**config.mk**
```make
export PLATFORM = sky130hd
export DESIGN_NAME = reg_scoreboard_flat
export DESIGN_NICKNAME = d
export VERILOG_FILES = /design/src/rtl/reg_scoreboard_if.sv /design/src/rtl/reg_scoreboard.sv /design/src/flat_wrapper.sv
export SDC_FILE = /design/constraint.sdc
export NUM_CORES = 1
export LEC_CHECK = 0
export ABC_AREA = 1
export CORE_MARGIN = 8
export CORE_UTILIZATION = 50
export CTS_CLUSTER_DIAMETER = 200
export DETAILED_ROUTE_END_ITERATION = 16
export PLACE_DENSITY = 0.83
export SLEW_MARGIN = 20
export SYNTH_ARGS = -nofsm -noshare
export SYNTH_HDL_FRONTEND = slang
export SYNTH_SLANG_ARGS = --single-unit
```
**constraint.sdc**
```tcl
create_clock -name clk -period 2.6 [get_ports clk]
set_clock_uncertainty 0.1 [all_clocks]
set_input_delay 0.65 -clock clk [delete_from_list [all_inputs] [get_ports clk]]
set_output_delay 0.65 -clock clk [all_outputs]
set_load 0.005 [all_outputs]
```
**src/rtl/reg_scoreboard_if.sv**
```systemverilog
// Issue / writeback / control bundle between decode and the register scoreboard.
interface reg_scoreboard_if;
    logic        issue_valid;
    logic        issue_wr;
    logic [4:0]  issue_rd;
    logic        src1_used;
    logic        src2_used;
    logic [4:0]  src1;
    logic [4:0]  src2;
    logic        wb_valid;
    logic [4:0]  wb_addr;
    logic        flush;
    logic        drain_req;
    logic        issue_accept;
    logic        stall;
    logic [31:0] busy_mask;
    logic [3:0]  inflight;
    logic        drain_done;
    logic        wb_err;

    // Decode / pipeline side: presents instructions and writebacks.
    modport master (
        output issue_valid, issue_wr, issue_rd, src1_used, src2_used, src1, src2,
               wb_valid, wb_addr, flush, drain_req,
        input  issue_accept, stall, busy_mask, inflight, drain_done, wb_err
    );

    // Scoreboard side.
    modport slave (
        input  issue_valid, issue_wr, issue_rd, src1_used, src2_used, src1, src2,
               wb_valid, wb_addr, flush, drain_req,
        output issue_accept, stall, busy_mask, inflight, drain_done, wb_err
    );
endinterface

```
**src/rtl/reg_scoreboard.sv**
```systemverilog
// Register write scoreboard: per-register outstanding-write counters, RAW/WAW
// hazard detection for decode, flush, and a drain handshake for quiescing.
module reg_scoreboard #(
    parameter int unsigned MAX_INFLIGHT = 8,
    parameter int unsigned MAX_PER_REG  = 3
) (
    input logic             clk,
    input logic             reset,
    reg_scoreboard_if.slave sb
);

    localparam logic [3:0] MAX_INFLIGHT_C = 4'(MAX_INFLIGHT);
    localparam logic [1:0] MAX_PER_REG_C  = 2'(MAX_PER_REG);

    typedef enum logic [1:0] {
        ST_IDLE   = 2'd0,
        ST_ACTIVE = 2'd1,
        ST_DRAIN  = 2'd2
    } state_t;

    state_t      state_q, state_d;
    logic [1:0]  cnt_q [32];
    logic [1:0]  cnt_d [32];
    logic [3:0]  inflight_q, inflight_d;
    logic [31:0] busy_q, busy_d;
    logic        wb_err_q, wb_err_d;
    // Set when a drain completes while drain_req is still high; blocks
    // re-entry until drain_req has been seen low.
    logic        rearm_block_q, rearm_block_d;

    logic        hazard_s;
    logic        accept_s;
    logic        inc_s;
    logic        dec_s;
    logic        wb_bad_s;
    logic [31:0] up_vec_s;
    logic [31:0] dn_vec_s;
    logic        drain_done_s;
    logic        in_drain_s;

    // Hazard and accept decisions, taken from registered counters only (no writeback bypass).
    always_comb begin
        hazard_s = (sb.src1_used && (cnt_q[sb.src1] != 2'd0))
                 || (sb.src2_used && (cnt_q[sb.src2] != 2'd0))
                 || (sb.issue_wr && (sb.issue_rd != 5'd0) && (cnt_q[sb.issue_rd] == MAX_PER_REG_C))
                 || (sb.issue_wr && (sb.issue_rd != 5'd0) && (inflight_q == MAX_INFLIGHT_C));
        accept_s = sb.issue_valid && !hazard_s && !sb.flush && !reset && !in_drain_s;
        inc_s    = accept_s && sb.issue_wr && (sb.issue_rd != 5'd0);
        dec_s    = sb.wb_valid && (sb.wb_addr != 5'd0) && (cnt_q[sb.wb_addr] != 2'd0);
        wb_bad_s = sb.wb_valid && (sb.wb_addr != 5'd0) && (cnt_q[sb.wb_addr] == 2'd0);
        if (inc_s) begin
            up_vec_s = 32'd1 << sb.issue_rd;
        end else begin
            up_vec_s = 32'd0;
        end
        if (dec_s) begin
            dn_vec_s = 32'd1 << sb.wb_addr;
        end else begin
            dn_vec_s = 32'd0;
        end
    end

    // Next counter, inflight, busy and error values; flush clears everything but wb_err.
    always_comb begin
        cnt_d[0]  = 2'd0;
        busy_d[0] = 1'b0;
        for (int r = 1; r < 32; r++) begin
            if (sb.flush) begin
                cnt_d[r] = 2'd0;
            end else if (up_vec_s[r] && !dn_vec_s[r]) begin
                cnt_d[r] = cnt_q[r] + 2'd1;
            end else if (dn_vec_s[r] && !up_vec_s[r]) begin
                cnt_d[r] = cnt_q[r] - 2'd1;
            end else begin
                cnt_d[r] = cnt_q[r];
            end
            busy_d[r] = (cnt_d[r] != 2'd0);
        end
        if (sb.flush) begin
            inflight_d = 4'd0;
        end else if (inc_s && !dec_s) begin
            inflight_d = inflight_q + 4'd1;
        end else if (dec_s && !inc_s) begin
            inflight_d = inflight_q - 4'd1;
        end else begin
            inflight_d = inflight_q;
        end
        wb_err_d = wb_err_q || wb_bad_s;
    end

    // Counter, inflight, busy mask and sticky error registers.
    always_ff @(posedge clk) begin
        if (reset) begin
            for (int r = 0; r < 32; r++) begin
                cnt_q[r] <= 2'd0;
            end
            inflight_q <= 4'd0;
            busy_q     <= 32'd0;
            wb_err_q   <= 1'b0;
        end else begin
            for (int r = 0; r < 32; r++) begin
                cnt_q[r] <= cnt_d[r];
            end
            inflight_q <= inflight_d;
            busy_q     <= busy_d;
            wb_err_q   <= wb_err_d;
        end
    end

    // FSM state register and drain re-arm flag.
    always_ff @(posedge clk) begin
        if (reset) begin
            state_q       <= ST_IDLE;
            rearm_block_q <= 1'b0;
        end else begin
            state_q       <= state_d;
            rearm_block_q <= rearm_block_d;
        end
    end

    // FSM next state: track occupancy, enter drain on request, leave when empty.
    always_comb begin
        state_d       = state_q;
        rearm_block_d = rearm_block_q && sb.drain_req;
        case (state_q)
            ST_IDLE, ST_ACTIVE: begin
                if (sb.drain_req && !rearm_block_q) begin
                    state_d = ST_DRAIN;
                end else if (inflight_d != 4'd0) begin
                    state_d = ST_ACTIVE;
                end else begin
                    state_d = ST_IDLE;
                end
            end
            ST_DRAIN: begin
                if (inflight_q == 4'd0) begin
                    state_d       = ST_IDLE;
                    rearm_block_d = sb.drain_req;
                end else begin
                    state_d = ST_DRAIN;
                end
            end
            default: begin
                state_d = ST_IDLE;
            end
        endcase
    end

    // FSM outputs: drain completion pulse and the issue block while draining.
    always_comb begin
        case (state_q)
            ST_DRAIN: begin
                in_drain_s   = 1'b1;
                drain_done_s = (inflight_q == 4'd0) && !reset;
            end
            default: begin
                in_drain_s   = 1'b0;
                drain_done_s = 1'b0;
            end
        endcase
    end

    assign sb.issue_accept = accept_s;
    assign sb.stall        = sb.issue_valid && !accept_s;
    assign sb.busy_mask    = busy_q;
    assign sb.inflight     = inflight_q;
    assign sb.drain_done   = drain_done_s;
    assign sb.wb_err       = wb_err_q;

endmodule

```
**src/flat_wrapper.sv**
```systemverilog
// flat-port wrapper written by rule: the top's interface ports become plain ports
module reg_scoreboard_flat 
#(
    parameter int unsigned MAX_INFLIGHT = 8,
    parameter int unsigned MAX_PER_REG  = 3
)
  (clk, reset, sb_issue_valid, sb_issue_wr, sb_issue_rd, sb_src1_used, sb_src2_used, sb_src1, sb_src2, sb_wb_valid, sb_wb_addr, sb_flush, sb_drain_req, sb_issue_accept, sb_stall, sb_busy_mask, sb_inflight, sb_drain_done, sb_wb_err);
  reg_scoreboard_if sb_i ();
  input logic clk;
  input logic reset;
  input wire logic [$bits(sb_i.issue_valid)-1:0] sb_issue_valid;
  input wire logic [$bits(sb_i.issue_wr)-1:0] sb_issue_wr;
  input wire logic [$bits(sb_i.issue_rd)-1:0] sb_issue_rd;
  input wire logic [$bits(sb_i.src1_used)-1:0] sb_src1_used;
  input wire logic [$bits(sb_i.src2_used)-1:0] sb_src2_used;
  input wire logic [$bits(sb_i.src1)-1:0] sb_src1;
  input wire logic [$bits(sb_i.src2)-1:0] sb_src2;
  input wire logic [$bits(sb_i.wb_valid)-1:0] sb_wb_valid;
  input wire logic [$bits(sb_i.wb_addr)-1:0] sb_wb_addr;
  input wire logic [$bits(sb_i.flush)-1:0] sb_flush;
  input wire logic [$bits(sb_i.drain_req)-1:0] sb_drain_req;
  output wire logic [$bits(sb_i.issue_accept)-1:0] sb_issue_accept;
  output wire logic [$bits(sb_i.stall)-1:0] sb_stall;
  output wire logic [$bits(sb_i.busy_mask)-1:0] sb_busy_mask;
  output wire logic [$bits(sb_i.inflight)-1:0] sb_inflight;
  output wire logic [$bits(sb_i.drain_done)-1:0] sb_drain_done;
  output wire logic [$bits(sb_i.wb_err)-1:0] sb_wb_err;
  assign sb_i.issue_valid = sb_issue_valid;
  assign sb_i.issue_wr = sb_issue_wr;
  assign sb_i.issue_rd = sb_issue_rd;
  assign sb_i.src1_used = sb_src1_used;
  assign sb_i.src2_used = sb_src2_used;
  assign sb_i.src1 = sb_src1;
  assign sb_i.src2 = sb_src2;
  assign sb_i.wb_valid = sb_wb_valid;
  assign sb_i.wb_addr = sb_wb_addr;
  assign sb_i.flush = sb_flush;
  assign sb_i.drain_req = sb_drain_req;
  assign sb_issue_accept = sb_i.issue_accept;
  assign sb_stall = sb_i.stall;
  assign sb_busy_mask = sb_i.busy_mask;
  assign sb_inflight = sb_i.inflight;
  assign sb_drain_done = sb_i.drain_done;
  assign sb_wb_err = sb_i.wb_err;
  reg_scoreboard #(.MAX_INFLIGHT(MAX_INFLIGHT), .MAX_PER_REG(MAX_PER_REG)) u_core (.clk(clk), .reset(reset), .sb(sb_i));
endmodule
```
== Word-level counts from Yosys, hierarchy flattened ==
Memories as Yosys holds them, arrays and structs flattened.
Cells that the tools add are included.

* Reduce and logical (&&, ||, !) cells: 197
* Mux-type cells: 141
* Bitwise operators: 32
* Add/subtract/negate cells: 64
* Shifts and indexed selects: 2
* Equality and inequality tests: 4

{| class="wikitable"
|+ Operator list
! cell !! number
|-
| $mux 2 || 127
|-
| $logic_and 1x1->1 || 82
|-
| $logic_not 1->1 || 70
|-
| $reduce_bool 2->1 || 34
|-
| $mux 32 || 2
|-
| $shl 1x5->32 const A || 2
|-
| $add 2x1->2 const B || 31
|-
| $sub 2x1->2 const B || 31
|-
| $or 1x1->1 || 32
|-
| $mux 4 || 3
|-
| $reduce_bool 5->1 || 2
|-
| $mux 1 || 8
|-
| $add 4x1->4 const B || 1
|-
| $eq 2x2->1 const B || 2
|-
| $eq 4x4->1 const B || 1
|-
| $logic_not 2->1 || 2
|-
| $logic_not 4->1 || 1
|-
| $logic_or 1x1->1 || 4
|-
| $pmux 2 s2 || 1
|-
| $reduce_bool 4->1 || 1
|-
| $sub 4x1->4 const B || 1
|-
| $eq 2x1->1 const B || 1
|-
| $reduce_or 2->1 || 1
|}

* Input bits: 29
* Register bits after elaboration: 40
* Memory bits (writable): 64
* Memories: 1
* Word-level logic and storage cells: 447

{| class="wikitable"
|+ Memory list
! name !! depth !! width !! read ports !! clocked after Yosys merged registers in !! write ports !! line !! source
|-
| u_core.cnt_q || 32 || 2 || 35 || 0 || 32 || reg_scoreboard.sv:22 || <nowiki>logic [1:0] cnt_q [32];</nowiki>
|}

== Logic depth before layout (Yosys ltp) ==
An unclocked memory read counts as a cell.

* Word-level depth: 22
* Depth in mapped cells: 22

== Worst setup path before layout ==
No wires, ideal clock.

* Path type: input port to output port
* From: in sb_issue_rd[1]
* To: out sb_stall
* Required time: 1.850 ns
* Path buffers: 2
* Slack: -0.174 ns
* Data arrival time: 2.024 ns
* Stages: 14
* Path through: buf_4 inv_1 nor2_1 nand2_1 nand3_1 nand3_1 nand3_1 nand3_1 nand3_1 nand2_2 buf_2 nand2_1 inv_1 nor2_1

* Cells in the longest elaborated chain, start to end: 12

{| class="wikitable"
|+ Ends and longest elaborated chain
! element !! line !! source
|-
| start: declaration || flat_wrapper.sv:13 || <nowiki>input wire logic [$bits(sb_i.issue_rd)-1:0] sb_issue_rd;</nowiki>
|-
| $mem_v2 32x2 or $reduce_bool 5->1 (tied branches) || n/a ||
|-
| $eq 2x2->1 or $logic_and 1x1->1 (tied branches) || reg_scoreboard.sv:45, reg_scoreboard.sv:46 ||
|-
| $logic_and 1x1->1 || reg_scoreboard.sv:45 || <nowiki>|| (sb.issue_wr && (sb.issue_rd != 5'd0) && (cnt_q[sb.issue_rd] == MAX_PER_REG_C))</nowiki>
|-
| $logic_or 1x1->1 || reg_scoreboard.sv:45 ||
|-
| $logic_or 1x1->1 (*) || reg_scoreboard.sv:46 || <nowiki>|| (sb.issue_wr && (sb.issue_rd != 5'd0) && (inflight_q == MAX_INFLIGHT_C));</nowiki>
|-
| $logic_not 1->1 (*) || reg_scoreboard.sv:47 || <nowiki>accept_s = sb.issue_valid && !hazard_s && !sb.flush && !reset && !in_drain_s;</nowiki>
|-
| $logic_and 1x1->1 (*) (4 in a row) || reg_scoreboard.sv:47 ||
|-
| named net sb_issue_accept || flat_wrapper.sv:22 || <nowiki>output wire logic [$bits(sb_i.issue_accept)-1:0] sb_issue_accept;</nowiki>
|-
| $logic_not 1->1 (*) || reg_scoreboard.sv:164 || <nowiki>assign sb.stall = sb.issue_valid && !accept_s;</nowiki>
|-
| $logic_and 1x1->1 (*) || reg_scoreboard.sv:164 ||
|-
| end: declaration || flat_wrapper.sv:23 || <nowiki>output wire logic [$bits(sb_i.stall)-1:0] sb_stall;</nowiki>
|}

The timed path passes the listed nets; every way through them passes the cells marked *.

== Worst setup path after layout ==
* From: in sb_issue_rd[1]
* To: reg u_core.busy_q[4] (netlist: u_core.sb.busy_mask[4])

* Cells in the longest elaborated chain, start to end: 19

{| class="wikitable"
|+ Ends and longest elaborated chain
! element !! line !! source
|-
| $mem_v2 32x2 or $reduce_bool 5->1 (tied branches) || n/a ||
|-
| $eq 2x2->1 or $logic_and 1x1->1 (tied branches) || reg_scoreboard.sv:45, reg_scoreboard.sv:46 ||
|-
| $logic_and 1x1->1 || reg_scoreboard.sv:45 ||
|-
| $logic_or 1x1->1 || reg_scoreboard.sv:45 ||
|-
| $logic_or 1x1->1 || reg_scoreboard.sv:46 ||
|-
| $logic_not 1->1 || reg_scoreboard.sv:47 ||
|-
| $logic_and 1x1->1 (4 in a row) || reg_scoreboard.sv:47 ||
|-
| $logic_and 1x1->1 (2 in a row) || reg_scoreboard.sv:48 || <nowiki>inc_s = accept_s && sb.issue_wr && (sb.issue_rd != 5'd0);</nowiki>
|-
| $mux 32 (*) || reg_scoreboard.sv:51 || <nowiki>if (inc_s) begin</nowiki>
|-
| $logic_not 1->1 || reg_scoreboard.sv:72 || <nowiki>end else if (dn_vec_s[r] && !up_vec_s[r]) begin</nowiki>
|-
| $logic_and 1x1->1 || reg_scoreboard.sv:72 ||
|-
| $mux 2 || reg_scoreboard.sv:72 ||
|-
| $mux 2 (*) || reg_scoreboard.sv:70 || <nowiki>end else if (up_vec_s[r] && !dn_vec_s[r]) begin</nowiki>
|-
| $mux 2 (*) || reg_scoreboard.sv:68 || <nowiki>if (sb.flush) begin</nowiki>
|-
| $reduce_bool 2->1 (*) || reg_scoreboard.sv:77 || <nowiki>busy_d[r] = (cnt_d[r] != 2'd0);</nowiki>
|-
| end signal: assignment || reg_scoreboard.sv:105 || <nowiki>busy_q <= busy_d;</nowiki>
|-
| end: declaration || reg_scoreboard.sv:25 || <nowiki>logic [31:0] busy_q, busy_d;</nowiki>
|}

Every way passes the cells marked *; elsewhere a longest branch is shown, timed or not.
A chain may end at the register's enable or synchronous reset.

==> flow_metrics.py <==
metrics = {
    "status": {
        "outcome": "finished, violations left",
        "violations": "negative setup slack",
    },
    "yosys": {
        "synth_edf_count": 0,
        "syn_nets": 1364,
        "ys_ff_latch": 101,
        "postSynthAreaPerCell_um2": 5.59,
        "yosys_warnings": 0,
        "netlist_instances": 1332,
        "yosysSeqAreaShare_pct": 27.2,
        "syn_area_mm2": 0.00744,
        "ys_types": 33,
        "async_flop_share_pct": 0,
        "ys.flop_type": "dfxtp_1",
    },
    "sta": {
        "fmax_mhz": 325,
        "worst_pin_slew_ns": 0.682,
        "fin_crit_ns": 3.07,
        "whs_ns": 0.430,
        "fin_tns_setup_ns": -18.85,
        "rsz0062_at_grt": "true",
        "setup_viol": 97,
        "fin_crit_sh_pct": 118,
        "relSlewSlack_pct": 54.5,
        "finalHoldViolCount": 0,
        "drv_slew": 0,
        "fin_ws_ns": -0.473,
    },
    "final_layout": {
        "fin_area_mm2": 0.0117,
        "mostFrequentLayoutCell": "nand2_1",
        "area_delta_synth_final_pct": 57.0,
        "n_antenna_cell": 0,
        "fin_nets": 1638,
        "drive_gt1_share_pct": 32.8,
        "final_cells": 1795,
        "final_cell_mix": "nand2_1 (374), inv_1 (203), buf_4 (189), nor2_1 (112), dfxtp_1 (99)",
    },
    "global_route": {
        "grt_max_degree": 53,
        "overflow": 0,
        "grt_pass1_vias": 9647,
        "grt_first_pass_wirelength_um": 48600,
        "antenna_found_initial": 1,
        "grt.total_usage_pct": 31.1,
    },
    "floorplanning": {
        "dieArea_mm2": 0.0190,
        "initial_utilization_pct": 51.2,
        "core_mm2": 0.0145,
        "ios": 69,
        "die_h_um": 138,
        "dieWidth_um": 138,
        "std_cell_rows": 44,
    },
    "place": {
        "place_congestion": 0.997,
        "place.port_buffers": 67,
        "dp_hpwl_um": 21600,
        "place_area_mm2": 0.00981,
        "place_inst": 1748,
    },
    "power_and_ir_drop": {
        "combPwrFrac_pct": 20.4,
        "p_sw_w": 0.00114,
        "total_leakage_power_nw": 6.47,
        "ir_worst_vdd_mv": 0.350,
        "swShare_pct": 30.1,
        "power_density_mw_per_mm2": 323,
        "p_int_w": 0.00264,
        "pwr-share-seq_pct": 41.4,
        "clkPwrFrac_pct": 38.2,
    },
    "worst_setup_path": {
        "crit_fanout": 7,
        "worst_r2r_path_depth": 23,
        "arrival_ns": 3.24,
        "reg2reg_to": "u_core.sb.busy_mask[4]",
        "cp.required_ns": 2.76,
        "cp-start-kind": "primary input",
        "cp-end-kind": "flip-flop",
        "r2r_slack_ns": -0.45,
        "crit_type": "primary input to flip-flop",
        "reg2reg_from": "u_core.cnt_q[1][0]",
    },
    "clock_tree": {
        "path_clk_slew_ns": 0.07,
        "tritoncts": "yes",
        "htree_levels": 3,
        "clock-sinks": 101,
        "clockBufferDepth": 2,
        "cts_root_buf": "clkbuf_16",
        "cts-buffers-inserted": 9,
        "hold_buffers": 0,
        "clkLatencyLatePin_ns": 0.37,
    },
    "drt": {
        "detail_route.first_pass.iterations": 8,
        "viasPerCell": 5.79,
        "wl_per_cell_um": 18.8,
        "drtIter0Drc": 1254,
        "vias": 10394,
        "drc": 0,
        "drtAntennaViolNets": 0,
        "routed_wl_um": 33800,
    },
    "worst_hold_path": {
        "min_from": "u_core.sb.wb_err",
        "min_path_cells": 2,
        "holdPathEnd": "u_core.sb.wb_err",
        "hold_path.class": "flip-flop to flip-flop",
    },
    "flow_run": {
        "drv_cap": 0,
    },
}
## what timing repair did
item,in CTS,in global routing
gates resized for setup,235,159
setup buffers,24,11
pin swaps,95,107
gates cloned,5,0
endpoints found under the setup margin,101,100
## worst max-delay path, cell delays in order
cell	delay, ns
buf_6	0.10
buf_12	0.14
buf_12	0.13
nand2_8	0.09
nor2_1	0.05
nor2_1	0.16
nand2_1	0.10
nand3_2	0.09
nand3_2	0.09
nand3_2	0.08
nand3_2	0.09
nand2_2	0.09
buf_6	0.11
nand3_4	0.12
nor2_8	0.23
buf_12	0.19
nand2_8	0.07
nand2_2	0.07
nand2_1	0.07
nand2_1	0.19
nand2_1	0.12
nand2_1	0.13
nand2_1	0.08
## per-stage QoR
step                      total power [W]  util, %  setup WS, ns
after floorplan                   0.00190        -       -0.0113
after global placement            0.00217     67.5         -1.09
after detailed placement          0.00218     67.5         -1.16
after CTS                         0.00368     76.5        -0.231
after global routing              0.00388     80.4        -0.631
final                             0.00378     80.4        -0.473
## worst max-delay path by stage
stage / start / end / slack [ns] / cells after the start
floorplan: sb_issue_rd[1] / u_core.sb.busy_mask[30] / -0.01 / 18
CTS: sb_src1[0] / sb_stall / -0.23 / 14
finish: sb_issue_rd[1] / u_core.sb.busy_mask[4] / -0.47 / 23
detailed placement: sb_wb_addr[1] / u_core.sb.busy_mask[6] / -1.16 / 18
global route: sb_issue_rd[4] / u_core.sb.busy_mask[28] / -0.63 / 11
global placement: sb_issue_rd[0] / sb_stall / -1.09 / 15
## sequential cells by signal, summed over array words and instances, names as in the netlist
register and cells:
u_core.cnt_q 62, u_core.sb.busy_mask 31, u_core.sb.inflight 4, u_core.state_q 2
u_core.rearm_block_q 1, u_core.sb.wb_err 1
## Yosys cell counts (all sizes together), types with 2 or more instances
library cell | number | area share, %
ha | 3 | 0.50
xor2 | 22 | 2.6
xnor2 | 2 | 0.24
a21oi | 25 | 1.7
nand3b | 11 | 1.1
nor3 | 34 | 2.3
nand3 | 129 | 9.0
clkinv | 8 | 0.40
o211ai | 2 | 0.20
nand2 | 501 | 26
o21ai | 33 | 2.2
buf | 19 | 1.8
or2 | 2 | 0.17
o2111ai | 6 | 0.71
inv | 233 | 12
clkbuf | 17 | 0.86
nand4 | 37 | 3.1
nor4 | 2 | 0.17
nor2 | 143 | 8.0
dfxtp | 101 | 27
## kinds of logic (layout without fill, tap and decap cells)
logic type | Yosys count | in the layout | share of synthesized area, %
AO/OA/AOI/OAI | 67 | 67 | 4.91
XOR/XNOR | 24 | 24 | 2.82
adder cells (fa/ha/maj) | 3 | 3 | 0.504
buffers and inverters | 277 | 555 | 14.8
flip-flops | 101 | 101 | 27.2
other | 1 | 1 | 0.0504
AND/OR/NAND/NOR | 859 | 860 | 49.8
## power by group through the flow
stage | Combinational [W] | Clock, W | Sequential [W]
floorplan | 0.000299 | 0 | 0.00160
global placement | 0.000568 | 0 | 0.00160
detailed placement | 0.000574 | 0 | 0.00160
CTS | 0.000670 | 0.00144 | 0.00157
global route | 0.000809 | 0.00151 | 0.00157
finish | 0.000772 | 0.00144 | 0.00157
## per-layer routing
| layer | vias up | track usage [%] | routed length (um) | part of all wire (%) |
|---|---|---|---|---|
| li1 | 4647 | - | - | - |
| met1 | 4654 | 34.9 | 11800 | 35 |
| met2 | 796 | 50.7 | 15300 | 45 |
| met3 | 295 | 8.66 | 3910 | 12 |
| met4 | 2 | 20.7 | 2760 | 8.2 |
| met5 | - | 0 | 13 | 0.038 |
## cell type report
| class | count | area, um^2 |
|---|---|---|
| timing repair buffer | 297 | 2740 |
| timing repair inverter | 1 | 7.51 |
| clock inverter | 7 | 81.3 |
| clock buffer | 9 | 225 |
| fill | 914 | 2840 |
| inverter | 241 | 943 |
| tap | 184 | 230 |
| sequential | 101 | 2020 |
| multi-input combinational | 955 | 5440 |
No activity file was read; power rests on OpenSTA's default activity.
